<file path="src/rtl/pattern_cfg_sequencer.sv">
// Avalon-MM master that programs the pattern-match control registers on a start pulse:
// disable, write key words, optionally read back and compare, then enable.
module pattern_cfg_sequencer #(
  parameter int unsigned REG_WIDTH  = 32,
  parameter int unsigned ADDR_WIDTH = 4,
  parameter int unsigned PAT_WIDTH  = 3,
  parameter int unsigned PAT_SIZE   = PAT_WIDTH * REG_WIDTH,
  parameter bit          VERIFY     = 1'b1,
  parameter int unsigned TIMEOUT    = 16
) (
  input  logic                  clk_i,
  input  logic                  rst_i,
  input  logic                  cfg_start_i,
  input  logic [PAT_SIZE-1:0]   cfg_pattern_i,
  input  logic                  cfg_enable_i,
  output logic                  busy_o,
  output logic                  done_o,
  output logic [1:0]            err_o,
  output logic [ADDR_WIDTH-1:0] amm_address_o,
  output logic                  amm_write_o,
  output logic [REG_WIDTH-1:0]  amm_writedata_o,
  output logic                  amm_read_o,
  input  logic                  amm_waitrequest_i,
  input  logic [REG_WIDTH-1:0]  amm_readdata_i,
  input  logic                  amm_readdatavalid_i
);

  localparam int unsigned KW = $clog2(PAT_WIDTH + 1);
  localparam int unsigned CW = $clog2(TIMEOUT + 1);
  localparam logic [1:0] ErrNone     = 2'b00;
  localparam logic [1:0] ErrMismatch = 2'b01;
  localparam logic [1:0] ErrTimeout  = 2'b10;

  typedef enum logic [2:0] {
    StIdle, StWrDis, StWrPat, StRdReq, StRdWait, StWrEn, StDone
  } state_e;

  state_e                 state_q, state_d;
  logic [KW-1:0]          k_q, k_d;
  logic [CW-1:0]          cnt_q, cnt_d;
  logic [1:0]             err_q, err_d;
  logic [PAT_SIZE-1:0]    pat_q, pat_d;
  logic                   en_q, en_d;
  logic [ADDR_WIDTH-1:0]  addr_q, addr_d;
  logic [REG_WIDTH-1:0]   wdata_q, wdata_d;
  logic                   write_q, write_d;
  logic                   read_q, read_d;
  logic                   accept;
  logic                   mismatch;
  logic [KW-1:0]          k_inc;
  logic [REG_WIDTH-1:0]   words [PAT_WIDTH+1];

  // Word 1 is the most significant slice of the pattern (first word in [0:PAT_SIZE-1] order).
  always_comb begin
    words[0] = '0;
    for (int unsigned j = 1; j <= PAT_WIDTH; j++) begin
      words[j] = pat_q[PAT_SIZE - REG_WIDTH * j +: REG_WIDTH];
    end
  end

  assign accept = (write_q | read_q) & ~amm_waitrequest_i;
  assign k_inc  = k_q + KW'(1);

  always_comb begin
    state_d  = state_q;
    k_d      = k_q;
    cnt_d    = cnt_q;
    err_d    = err_q;
    pat_d    = pat_q;
    en_d     = en_q;
    addr_d   = addr_q;
    wdata_d  = wdata_q;
    write_d  = write_q;
    read_d   = read_q;
    mismatch = 1'b0;
    unique case (state_q)
      StIdle: begin
        if (cfg_start_i) begin
          pat_d   = cfg_pattern_i;
          en_d    = cfg_enable_i;
          err_d   = ErrNone;
          state_d = StWrDis;
          addr_d  = '0;
          wdata_d = '0;
          write_d = 1'b1;
        end
      end
      StWrDis: begin
        if (accept) begin
          state_d = StWrPat;
          k_d     = KW'(1);
          addr_d  = ADDR_WIDTH'(1);
          wdata_d = words[1];
        end
      end
      StWrPat: begin
        if (accept) begin
          if (k_q == KW'(PAT_WIDTH)) begin
            if (VERIFY) begin
              state_d = StRdReq;
              k_d     = KW'(1);
              addr_d  = ADDR_WIDTH'(1);
              write_d = 1'b0;
              read_d  = 1'b1;
            end else begin
              state_d = StWrEn;
              addr_d  = '0;
              wdata_d = {{(REG_WIDTH-1){1'b0}}, en_q};
            end
          end else begin
            k_d     = k_inc;
            addr_d  = ADDR_WIDTH'(k_inc);
            wdata_d = words[k_inc];
          end
        end
      end
      StRdReq: begin
        if (accept) begin
          read_d  = 1'b0;
          cnt_d   = '0;
          state_d = StRdWait;
        end
      end
      StRdWait: begin
        if (amm_readdatavalid_i) begin
          mismatch = amm_readdata_i != words[k_q];
          if (mismatch && err_q == ErrNone) err_d = ErrMismatch;
          if (k_q == KW'(PAT_WIDTH)) begin
            // Any error leaves the matcher disabled.
            if (err_d != ErrNone) begin
              state_d = StDone;
            end else begin
              state_d = StWrEn;
              addr_d  = '0;
              wdata_d = {{(REG_WIDTH-1){1'b0}}, en_q};
              write_d = 1'b1;
            end
          end else begin
            state_d = StRdReq;
            k_d     = k_inc;
            addr_d  = ADDR_WIDTH'(k_inc);
            read_d  = 1'b1;
          end
        end else if (cnt_q == CW'(TIMEOUT - 1)) begin
          if (err_q == ErrNone) err_d = ErrTimeout;
          state_d = StDone;
        end else begin
          cnt_d = cnt_q + CW'(1);
        end
      end
      StWrEn: begin
        if (accept) begin
          write_d = 1'b0;
          state_d = StDone;
        end
      end
      StDone:  state_d = StIdle;
      default: state_d = StIdle;
    endcase
  end

  always_ff @(posedge clk_i or posedge rst_i) begin
    if (rst_i) begin
      state_q <= StIdle;
      k_q     <= '0;
      cnt_q   <= '0;
      err_q   <= ErrNone;
      pat_q   <= '0;
      en_q    <= 1'b0;
      addr_q  <= '0;
      wdata_q <= '0;
      write_q <= 1'b0;
      read_q  <= 1'b0;
    end else begin
      state_q <= state_d;
      k_q     <= k_d;
      cnt_q   <= cnt_d;
      err_q   <= err_d;
      pat_q   <= pat_d;
      en_q    <= en_d;
      addr_q  <= addr_d;
      wdata_q <= wdata_d;
      write_q <= write_d;
      read_q  <= read_d;
    end
  end

  assign busy_o          = state_q != StIdle;
  assign done_o          = state_q == StDone;
  assign err_o           = err_q;
  assign amm_address_o   = addr_q;
  assign amm_writedata_o = wdata_q;
  assign amm_write_o     = write_q;
  assign amm_read_o      = read_q;

endmodule

</file>
<file path="config.mk">
export PLATFORM = sky130hd
export DESIGN_NAME = pattern_cfg_sequencer
export DESIGN_NICKNAME = d
export VERILOG_FILES = /design/src/rtl/pattern_cfg_sequencer.sv
export SDC_FILE = /design/constraint.sdc
export NUM_CORES = 1
export LEC_CHECK = 0
export ABC_AREA = 1
export CELL_PAD_IN_SITES_DETAIL_PLACEMENT = 1
export CELL_PAD_IN_SITES_GLOBAL_PLACEMENT = 1
export CORE_ASPECT_RATIO = 1.5
export CORE_MARGIN = 5
export CORE_UTILIZATION = 39
export CTS_CLUSTER_DIAMETER = 60
export DETAILED_ROUTE_END_ITERATION = 12
export MAX_ROUTING_LAYER = met4
export PLACE_DENSITY = 0.86
export SLEW_MARGIN = 5
export SYNTH_ARGS = -nofsm -noshare
export SYNTH_HDL_FRONTEND = slang
export SYNTH_SLANG_ARGS = --single-unit
</file>
<file path="constraint.sdc">
create_clock -name clk_i -period 14.8 [get_ports clk_i]
set_input_delay 2.96 -clock clk_i [delete_from_list [all_inputs] [get_ports clk_i]]
set_output_delay 2.96 -clock clk_i [all_outputs]
set_load 0.02 [all_outputs]
</file>
-- Yosys cells after proc, flatten, opt, wreduce, memory -nomap -nowiden
Index checks and enable logic that the tools add are counted.
- bits in registers: 147
- latch bits: 0
- memory bits (writable): 0
- bits in read-only memories: 0
- bits of input ports: 134
- output and inout bits: 42
- word-level logic and storage cells: 128
- memories kept: 0
- add/sub/neg operators: 2
- multiply operators: 0
- divide/modulo/power cells: 0
- order comparisons: 2
- equal/unequal tests: 25
- shift-type cells: 0
- muxes and demuxes: 64
- bitwise logic cells: 5
- reduce and logical (&&, ||, !) cells: 20
- operators by type and width (kind ; number):
    $mux 32 ; 11
    $bmux 32 s2 ; 2
    $pmux 32 s4 ; 1
    $ne 32x32->1 ; 1
    $mux 2 ; 14
    $mux 3 ; 9
    $ne 2x2->1 const B ; 13
    $mux 4 ; 6
    $pmux 3 s6 ; 1
    $pmux 4 s4 ; 1
    $reduce_and 8->1 ; 2
    $mux 5 ; 3
    $reduce_and 6->1 ; 2
    $mux 1 ; 11
    $pmux 5 s2 ; 1
    $eq 3x3->1 const B ; 3
    $ne 3x3->1 const B ; 3
    $reduce_bool 3->1 ; 3
    $reduce_and 4->1 ; 2
    $reduce_bool 4->1 ; 2
    $reduce_and 7->1 ; 1
    $eq 3x2->1 const B ; 2
    $ge 3x3->1 const B ; 2
    $not 2->3 ; 2
    18 further kinds ; 20

-- Logic depth before layout (Yosys ltp)
- depth after elaboration: 14
- gate-level depth with buffers: 20
- mapped depth without buffers: 17

-- Least setup slack after synthesis
No wires, ideal clock.
- path type: input to register
- start: input port amm_readdata_i[12]
- end: register wdata_q[10], in the netlist amm_writedata_o[10]
- arrival time: 4039 ps
- slack: 10645 ps
- stages on the path: 12
- path buffers: 1
- cells stage by stage: nand3b_1 -> nand2_1 -> nand2_1 -> nor2_1 -> nand2_1 -> nor2_1 -> nand3_2 -> nand2_2 -> nand2_2 -> buf_2 -> nand2_1 -> nand2_1
- cells in the longest elaborated chain, start to end: 8
- ends and longest elaborated chain (what ; RTL line ; text):
    start: declaration ; 24 ; input logic [REG_WIDTH-1:0] amm_readdata_i,
    $ne 32x32->1 ; 126 ; mismatch = amm_readdata_i != words[k_q];
    $logic_and 1x1->1 ; 127 ; if (mismatch && err_q == ErrNone) err_d = ErrMismatch;
    $mux 2 ; 127 ;
    $mux 2 ; 125 ; if (amm_readdatavalid_i) begin
    $mux 2 ; 76 ; unique case (state_q)
    $reduce_bool 2->1 ; 130 ; if (err_d != ErrNone) begin
    $ne 2x2->1 (no line) ; -- ;
    $reduce_and 8->1 (no line) ; -- ;
    end signal: assignment ; 182 ; wdata_q <= wdata_d;
    end: declaration ; 45 ; logic [REG_WIDTH-1:0] wdata_q, wdata_d;
Every way passes these cells. The select of a mux whose other input is x is not followed.
A chain may end at the register's enable or synchronous reset.

-- Worst setup path after layout
- start: input port amm_readdata_i[17]
- end: register wdata_q[11], in the netlist amm_writedata_o[11]
Same word-level chain as after synthesis.

==> flow_summary.json <==
{
  "finish.cell_count_without_fillers": 1539,
  "drive_gt1_share_pct": 4.317,
  "syn-mean-instance-area_sq_um": 7.111,
  "numPortBuffers": 173,
  "crit_buf_inv": 3,
  "worst_path_dominant_cell_family": "simple AND/OR/NAND/NOR gates",
  "ys_ff_latch": 145,
  "required_ns": 15.10,
  "netlist.top_cell.by_area": "dfrtp_1",
  "synth_enable_flop_cells": 0,
  "placedCellCount": 1506,
  "status": "finished, final reports clean",
  "timing.critical_path.arrival_ns": 5.74,
  "maximum_clock_insertion_buffer_count": 2,
  "r2r_end": "amm_writedata_o[11]$_DFFE_PP0P_",
  "dr.first_iter.drc_count": 443,
  "worstSetupPathType": "input pin to flop",
  "synthesis.yosys.warnings": 0,
  "num-nets-final": 1399,
  "power.static_leakage_nw": 5.025,
  "cp_common_cell": "nand2_1",
  "maxSlewHeadroom_pct": 24.94,
  "finalCoreUtilization_pct": 51.44,
  "grt_antenna_before_repair": 1,
  "die_h_um": 185.3,
  "number_of_instances_in_the_synthesized_netlist": 1123,
  "grt_max_degree": 106,
  "ios": 176,
  "route.detailed.vias_per_inst": 5.208,
  "globalplace.congestion": 0.8673,
  "timing_max_transition_violations_final": 0,
  "r2r-start": "k_q[0]$_DFFE_PP0P_",
  "maxCapViolations": 0,
  "hold_path_startpoint": "amm_address_o[0]$_DFFE_PP0P_",
  "synth-seq-area-share_pct": 45.44,
  "setup_repair_after_global_routing_missed_its_margin": "false",
  "critical_path.max_fanout": 34,
  "r2r.worst_path.cells": 18,
  "floorplan.die_area_sq_mm": 0.02350,
  "postCtsHoldBufs": 0,
  "grt_pass1_vias": 8724,
  "global_route.usage.met1_pct": 28.41,
  "die-width_um": 126.8,
  "hold_violations": 0,
  "min_path_type": "flop to flop",
  "synth_area_sq_mm": 0.007985,
  "grt_util_all_layers_pct": 25.06,
  "synth_top_area_share_pct": 45.44,
  "synth.top_cells.by_count": "nand2_1 (420), dfrtp_1 (145), inv_1 (135), o21ai_0 (121), nand3_1 (52)",
  "synth.most_common_cell": "nand2_1",
  "post-route-cell-area_sq_mm": 0.01042,
  "cts_repair_resize_count": 0,
  "cts.clk_slew.worst_paths_ns": 0.06,
  "floorplan.initialDensity_pct": 39.41,
  "regToRegSetupSlack_ns": 10.43,
  "routed-via-count": 8015,
  "global_route.usage.met2_pct": 43.34,
  "area_growth_pct": 30.51,
  "synth_flop_cell": "dfrtp_1",
  "distinct_cell_type_count_of_the_synthesized_netlist": 37,
  "global_route.overflow_total": 0,
  "drtPass1Iterations": 4,
  "clk_sink_count": 145,
  "synthTopCellsByArea": "dfrtp_1 (45%), nand2_1 (20%), o21ai_0 (7.6%)",
  "setup_viol_count_final": 0,
  "grt.met3_usage_pct": 3.635,
  "core_sq_mm": 0.02026,
  "number_of_buffers_created_by_cts": 17,
  "busiest_layer": "met2",
  "fillers": 2563,
  "critPathMaxStageDelay_ns": 0.66,
  "worstSkewPairLatency_ns": 0.42,
  "crit_path_end_kind": "flop",
  "cts_tree": "built",
  "tns_ns": 0,
  "placed_cell_area_sq_mm": 0.009802,
  "pwr_density_cell_mw_per_mm2": 230.8,
  "final_min_period_over_clock_period_pct": 36.73,
  "hpwl_um": 18940,
  "ys_async_rst_share_pct": 100.0,
  "crit_path_start_kind": "input pin",
  "wire_per_inst_um": 18.36,
  "worst_slew_pin_slew_ns": 1.123,
  "finalClockSkew_ns": 0.007440,
  "vdd_drop_max_mv": 0.1917,
  "min_to": "amm_address_o[0]$_DFFE_PP0P_",
  "critical-path-slowest-cell": "clkinv_2",
  "grt_first_pass_wirelength_um": 45180,
  "post-cts-setup-buffer-count": 0,
  "h-tree-depth": 4,
  "ant_nets": 0,
  "worst_hold_path.num_cells": 2,
  "post-route-drc-count": 0,
  "root_buffer": "clkbuf_16",
  "fmax_ghz": 0.1840,
  "detail_route.wirelength_um": 28260,
  "placement_rows": 64,
  "critical_path.cell_chain": "clkdlybuf4s50_1, nand3_1, nand2_1, inv_1, nand2_1, nor2_1, nand2_1, nor2_1, nand3_2, nand2_2, nand2_2, clkinv_2, nand2_1, nand2_1",
  "fin_crit_ns": 5.435
}
==> placed cells by master (no fill, tap or decap), types with 18 or more instances in the layout <==
cell and count:
a21oi_1 38, clkdlybuf4s50_1 173, dfrtp_1 143, inv_1 134, nand2_1 420, nand3_1 52, nand3b_1 20, nor2_1 41
o21ai_0 121, o21ai_1 18, o22ai_1 32
==> kinds of logic (layout without fill, tap and decap cells) <==
logic type | count (synthesis) | after routing | synth area share [%]
AND/OR/NAND/NOR | 550 | 550 | 28.41
AO/OA/AOI/OAI | 220 | 220 | 14.62
buffers and inverters | 202 | 352 | 10.72
flip-flops | 145 | 145 | 45.44
adder cells (fa/ha/maj) | 4 | 4 | 0.6268
other | 1 | 3 | 0.04696
multiplexers | 1 | 1 | 0.1410
==> flip-flops by register name (all words and copies together) (netlist names) <==
register,flops
pat_q,96
amm_write_o,1
en_q,1
state_q,3
k_q,2
amm_address_o,2
amm_read_o,1
err_o,2
amm_writedata_o,32
cnt_q,5
==> area by class of cell <==
class | instances | area [sq um] | area share (%)
Multi-Input combinational cell | 777 | 3522 | 33.80
Tap cell | 264 | 330.3 | 3.170
Clock buffer | 23 | 488.0 | 4.682
Clock inverter | 9 | 128.9 | 1.237
Timing Repair Buffer | 180 | 1784 | 17.12
Inverter | 140 | 534.3 | 5.127
Sequential cell | 145 | 3631 | 34.84
Antenna cell | 1 | 2.502 | 0.02401
==> worst max path at each step <==
| stage | from | to | slack (ns) | cells past startpoint |
|---|---|---|---|---|
| 3_5_place_dp | amm_readdata_i[17] | amm_writedata_o[16]$_DFFE_PP0P_ | 8.92 | 14 |
| 3_3_place_gp | amm_readdata_i[17] | amm_writedata_o[13]$_DFFE_PP0P_ | 8.99 | 14 |
| 6_report | amm_readdata_i[17] | amm_writedata_o[11]$_DFFE_PP0P_ | 9.36 | 14 |
| 5_1_grt | amm_readdata_i[17] | amm_writedata_o[11]$_DFFE_PP0P_ | 9.10 | 14 |
| 2_1_floorplan | rst_i | amm_address_o[0]$_DFFE_PP0P_ | 7.95 | 1 |
| 4_1_cts | amm_readdata_i[17] | amm_writedata_o[9]$_DFFE_PP0P_ | 9.32 | 14 |
==> tightest hold or removal path, cell delays in order, from the launching register on <==
cell and delay, ns:
dfrtp_1 0.35, nand2_1 0.06, nand2_1 0.05
==> metrics by stage <==
step | hold WS (ns) | total power, W | worst slack [ns]
finish | 0.4865 | 0.002405 | 9.365
global route | 0.5145 | 0.002610 | 9.101
CTS | 0.4868 | 0.002425 | 9.320
detailed placement | 0.4728 | 0.001942 | 8.922
global placement | 0.4579 | 0.001888 | 8.990
floorplan | 0.4788 | 0.001558 | 7.945
==> report_power, final <==
group          switching, W  total [W]  internal [W]
combinational      0.000882    0.00128      0.000395
clock              0.000173   0.000456      0.000283
sequential        0.0000948   0.000673      0.000578
total               0.00115    0.00241       0.00126
==> layer usage <==
metal	vias to the layer above	part of all wire, %
met3	65	3.3
met2	179	52
met1	3938	41
li1	3833	-
met4	0	4.2
met5	-	0
Note: power is estimated with default switching activity, not from simulation.
